### src/rtl/tstate_sequencer.sv
// One-hot T-state ring sequencer for the control unit: early termination,
// stall, halt, illegal-state recovery and a completed machine-cycle counter.
module tstate_sequencer #(
  parameter int N_STATES = 6,
  parameter int IDX_W    = 4,
  parameter int CNT_W    = 16
) (
  input  logic                clk,
  input  logic                clr,
  input  logic                en,
  input  logic                end_cyc,
  input  logic                hlt,
  output logic [N_STATES-1:0] state,
  output logic [IDX_W-1:0]    t_idx,
  output logic                wrap,
  output logic                halted,
  output logic                err,
  output logic [CNT_W-1:0]    cyc_cnt
);

  typedef enum logic {RUN = 1'b0, HALTED = 1'b1} mode_t;

  localparam logic [N_STATES-1:0] T0 = {{(N_STATES-1){1'b0}}, 1'b1};

  mode_t mode_r;

  function automatic logic is_one_hot(input logic [N_STATES-1:0] v);
    int ones;
    ones = 0;
    for (int k = 0; k < N_STATES; k++) begin
      if (v[k]) ones++;
    end
    return (ones == 1);
  endfunction

  // Control FSM plus every registered output; priority chain mirrors the
  // order in which the control unit must respond to each request.
  always_ff @(posedge clk) begin
    if (clr) begin
      mode_r  <= RUN;
      state   <= T0;
      t_idx   <= '0;
      wrap    <= 1'b0;
      halted  <= 1'b0;
      err     <= 1'b0;
      cyc_cnt <= '0;
    end else begin
      case (mode_r)
        RUN: begin
          if (!is_one_hot(state)) begin
            state <= T0;
            t_idx <= '0;
            err   <= 1'b1;
            wrap  <= 1'b1;
          end else if (hlt) begin
            mode_r <= HALTED;
            halted <= 1'b1;
            wrap   <= 1'b0;
          end else if (!en) begin
            wrap <= 1'b0;
          end else if (end_cyc || state[N_STATES-1]) begin
            // end_cyc in T0 counts as a single-T-state machine cycle
            state   <= T0;
            t_idx   <= '0;
            wrap    <= 1'b1;
            cyc_cnt <= cyc_cnt + CNT_W'(1);
          end else begin
            state <= state << 1;
            t_idx <= t_idx + IDX_W'(1);
            wrap  <= 1'b0;
          end
        end
        HALTED: begin
          wrap   <= 1'b0;
          halted <= 1'b1;
        end
        default: begin
          mode_r <= RUN;
          state  <= T0;
          t_idx  <= '0;
          wrap   <= 1'b0;
          halted <= 1'b0;
        end
      endcase
    end
  end

endmodule
### config.mk
export PLATFORM = sky130hd
export DESIGN_NAME = tstate_sequencer
export DESIGN_NICKNAME = d
export VERILOG_FILES = /design/src/rtl/tstate_sequencer.sv
export SDC_FILE = /design/constraint.sdc
export NUM_CORES = 1
export LEC_CHECK = 0
export BUFFER_PORTS_ARGS = -buffer_cell sky130_fd_sc_hd__buf_4
export CAP_MARGIN = 10
export CORE_ASPECT_RATIO = 1.75
export CORE_MARGIN = 4
export CORE_UTILIZATION = 49
export CTS_CLUSTER_DIAMETER = 50
export DETAILED_ROUTE_END_ITERATION = 8
export PLACE_DENSITY = 0.85
export SETUP_SLACK_MARGIN = 0.02
export SKIP_LAST_GASP = 1
export SLEW_MARGIN = 20
export SYNTH_ARGS = -nofsm -noshare
export SYNTH_HDL_FRONTEND = slang
export SYNTH_SLANG_ARGS = --single-unit
### constraint.sdc
create_clock -name clk -period 4 [get_ports clk]
set_input_delay 0.8 -clock clk [delete_from_list [all_inputs] [get_ports clk]]
set_output_delay 0.8 -clock clk [all_outputs]
set_load 0.005 [all_outputs]
==> run_results.csv <==
group,metric,value,unit
detailed_routing,met2_length,2150,um
sta,period_needed,3810,ps
hold_path,hp-class,"flop to flop",
cts,cts_max_path_buffers,2,
synthesis,ys_warn_count,0,
global_routing,grt_max_degree,31,
cts,cts-htree-levels,2,
sta,rsz0062_at_grt,"no",
placed_design,dpl_worst_slack,52.4,ps
synthesis,syn-num-nets,216,
synthesis,synth_top_area_cell,"dfxtp_1",
die,die_w,52.8,um
final_layout,final_cell_area,2180,um2
cts,post-cts-setup-buffers,0,
detailed_routing,vias,1613,
die,rows,28,
sta,fin_hold_ws,447,ps
synthesis,syn_avg_cell_area,8.45,um2
sta,fin_ws,187,ps
worst_setup_path,required,4230,ps
global_routing,antenna_found_initial,0,
worst_setup_path,start_kind,"flop",
cts,cts-root-buf,"clkbuf_8",
die,coreArea,3400,um2
worst_setup_path,arrival,4040,ps
synthesis,synth_flop_cell,"dfxtp_1",
synthesis,synth_cells,204,
detailed_routing,antenna_left,0,
job,cap_viol_max_count,0,
die,io_pins,34,
die,fp.dieH,86.4,um
sta,worst_pin_slew,717,ps
synthesis,synth_edf_count,0,
cts,cts_tree,"done",
synthesis,synth.top_cell.area_share,34.9,%
status,status,"completed",
placed_design,postPlaceCellArea,2010,um2
final_layout,fin_cells,285,
final_layout,syn_to_final_growth,26.4,%
die,initial_core_util,50.7,%
synthesis,synth_cell_types,41,
synthesis,yosysMostFrequentCell,"dfxtp_1",
detailed_routing,drc,0,
cts,clock_latency,290,ps
power,power,1.27,mW
detailed_routing,vias_per_cell,5.66,
detailed_routing,maxUsedRoutingLayer,"met4",
cts,clock_sinks,30,
power,leakage,0.883,nW
placed_design,port-buffer-count,33,
cts,cts_buffers,5,
die,dieArea,4570,um2
power,vdd_drop_max,0.000432,V
sta,slew_headroom,51.8,%
final_layout,postLayoutCoreUtil,64.1,%
worst_setup_path,endpoint_kind,"flop",
placed_design,placed_cells,277,
placed_design,dp_hpwl,2980,um
final_layout,diodes,0,
sta,finalCritPeriodShare,95.3,%
detailed_routing,wl_met3,192,um
global_routing,gr-usage-all-layers,19.4,%
synthesis,syn_area,1720,um2
cts,cts_hold_buf,0,
detailed_routing,drt_iter0_drc,29,
worst_setup_path,worstPathMaxFanout,10,
sta,setup_tns,0,ps
power,cellPowerDensity,584,nW/um2
sta,setup_viol,0,
detailed_routing,dr.pass1.iters,4,
global_routing,first_global_vias,1586,
detailed_routing,drt-met1-wl,1570,um
final_layout,final_layout_size_suffix_gt1_share,26.3,%
placed_design,gp_congestion,0.819,
synthesis,synth.yosys.seq_area_share,34.9,%
synthesis,synthArstFlopShare,0,%
cts,cts.clk_slew.worst_paths,70,ps
detailed_routing,wl,4030,um
cts,post_cts_resized,0,
global_routing,grt_overflow,0,
sta,hold_viol_final,0,
sta,clock_skew,7.05,ps
sta,maxSlewViolCount,0,
synthesis,synth_area_leaders,"dfxtp_1 (35%), ha_1 (5.1%), a21oi_1 (4.9%)",
worst_setup_path,worstSetupPathType,"flop to flop",
detailed_routing,wl_per_cell,14.1,um
synthesis,ys_ff_latch,30,
final_layout,nets,251,
sta,fmax,0.262,GHz
synthesis,synth_common_cells,"dfxtp_1 (30), a21oi_1 (17), o21ai_0 (15), nor2_1 (13), inv_1 (12)",
global_routing,grt_pass1_wl,6770,um
[cell families after synthesis]
| kind of cell | synth area share [%] |
|---|---|
| buffers and inverters | 6.97 |
| flip-flops | 34.9 |
| XOR/XNOR | 6.39 |
| multiplexers | 3.05 |
| AO/OA/AOI/OAI | 16.4 |
| AND/OR/NAND/NOR | 27.2 |
| adder cells (fa/ha/maj) | 5.08 |
[cells in the final DEF, fill, tap and decap left out, drive strengths merged, types with 6 or more instances in the layout]
master and instances:
nand4 11, inv 12, or3 7, nand2 8, nand3 9, xnor2 8, a21oi 17, nor2 13
dfxtp 30, o31ai 6, and3 7, o21ai 15, clkbuf 6, buf 40, ha 7
[final timing paths]
check             cells after the start      from  slack (ps)    endpoint
setup / recovery                     16  state[0]         190  cyc_cnt[8]
hold / removal                        2    halted         450      halted
setup reg to reg                     16  state[0]         190  cyc_cnt[8]
hold reg to reg                       2    halted         450      halted
[report_power, final]
part / leakage [nW] / internal, mW / switching, mW / total [mW]
sequential: 0.243 / 0.329 / 0.0210 / 0.350
clock: 0.0714 / 0.266 / 0.117 / 0.383
combinational: 0.568 / 0.235 / 0.304 / 0.539
total: 0.883 / 0.829 / 0.442 / 1.27
[metal layers]
metal / vias up / track usage (%)
met5: - / 0
met4: 0 / 12.3
met3: 10 / 4.82
met2: 38 / 32.9
met1: 761 / 20.6
li1: 804 / -
[layout make-up]
class,instances,area (um2)
clock buffer,6,82.6
clock inverter,2,60.1
fill,295,1220
inverter,12,45.0
multi-input combinational,150,1030
sequential,30,602
tap,45,56.3
timing repair buffer,40,300
[critical path: stages (launching register included)]
cell and delay (ps):
dfxtp_1 330, inv_1 90, ha_4 290, xnor2_2 110, inv_1 80, ha_1 300, mux2_2 280, ha_1 280
mux2_2 270, ha_1 200, nand2_2 110, a21oi_1 50, a211o_1 280, and3_2 250, or2_4 300, or4_1 470
nand2_1 80
[registers in the layout, summed over array words and instances (netlist names)]
signal	count
cyc_cnt	16
err	1
halted	1
mode_r	1
state	6
t_idx	4
wrap	1
Note: power is estimated with default switching activity, not from simulation.
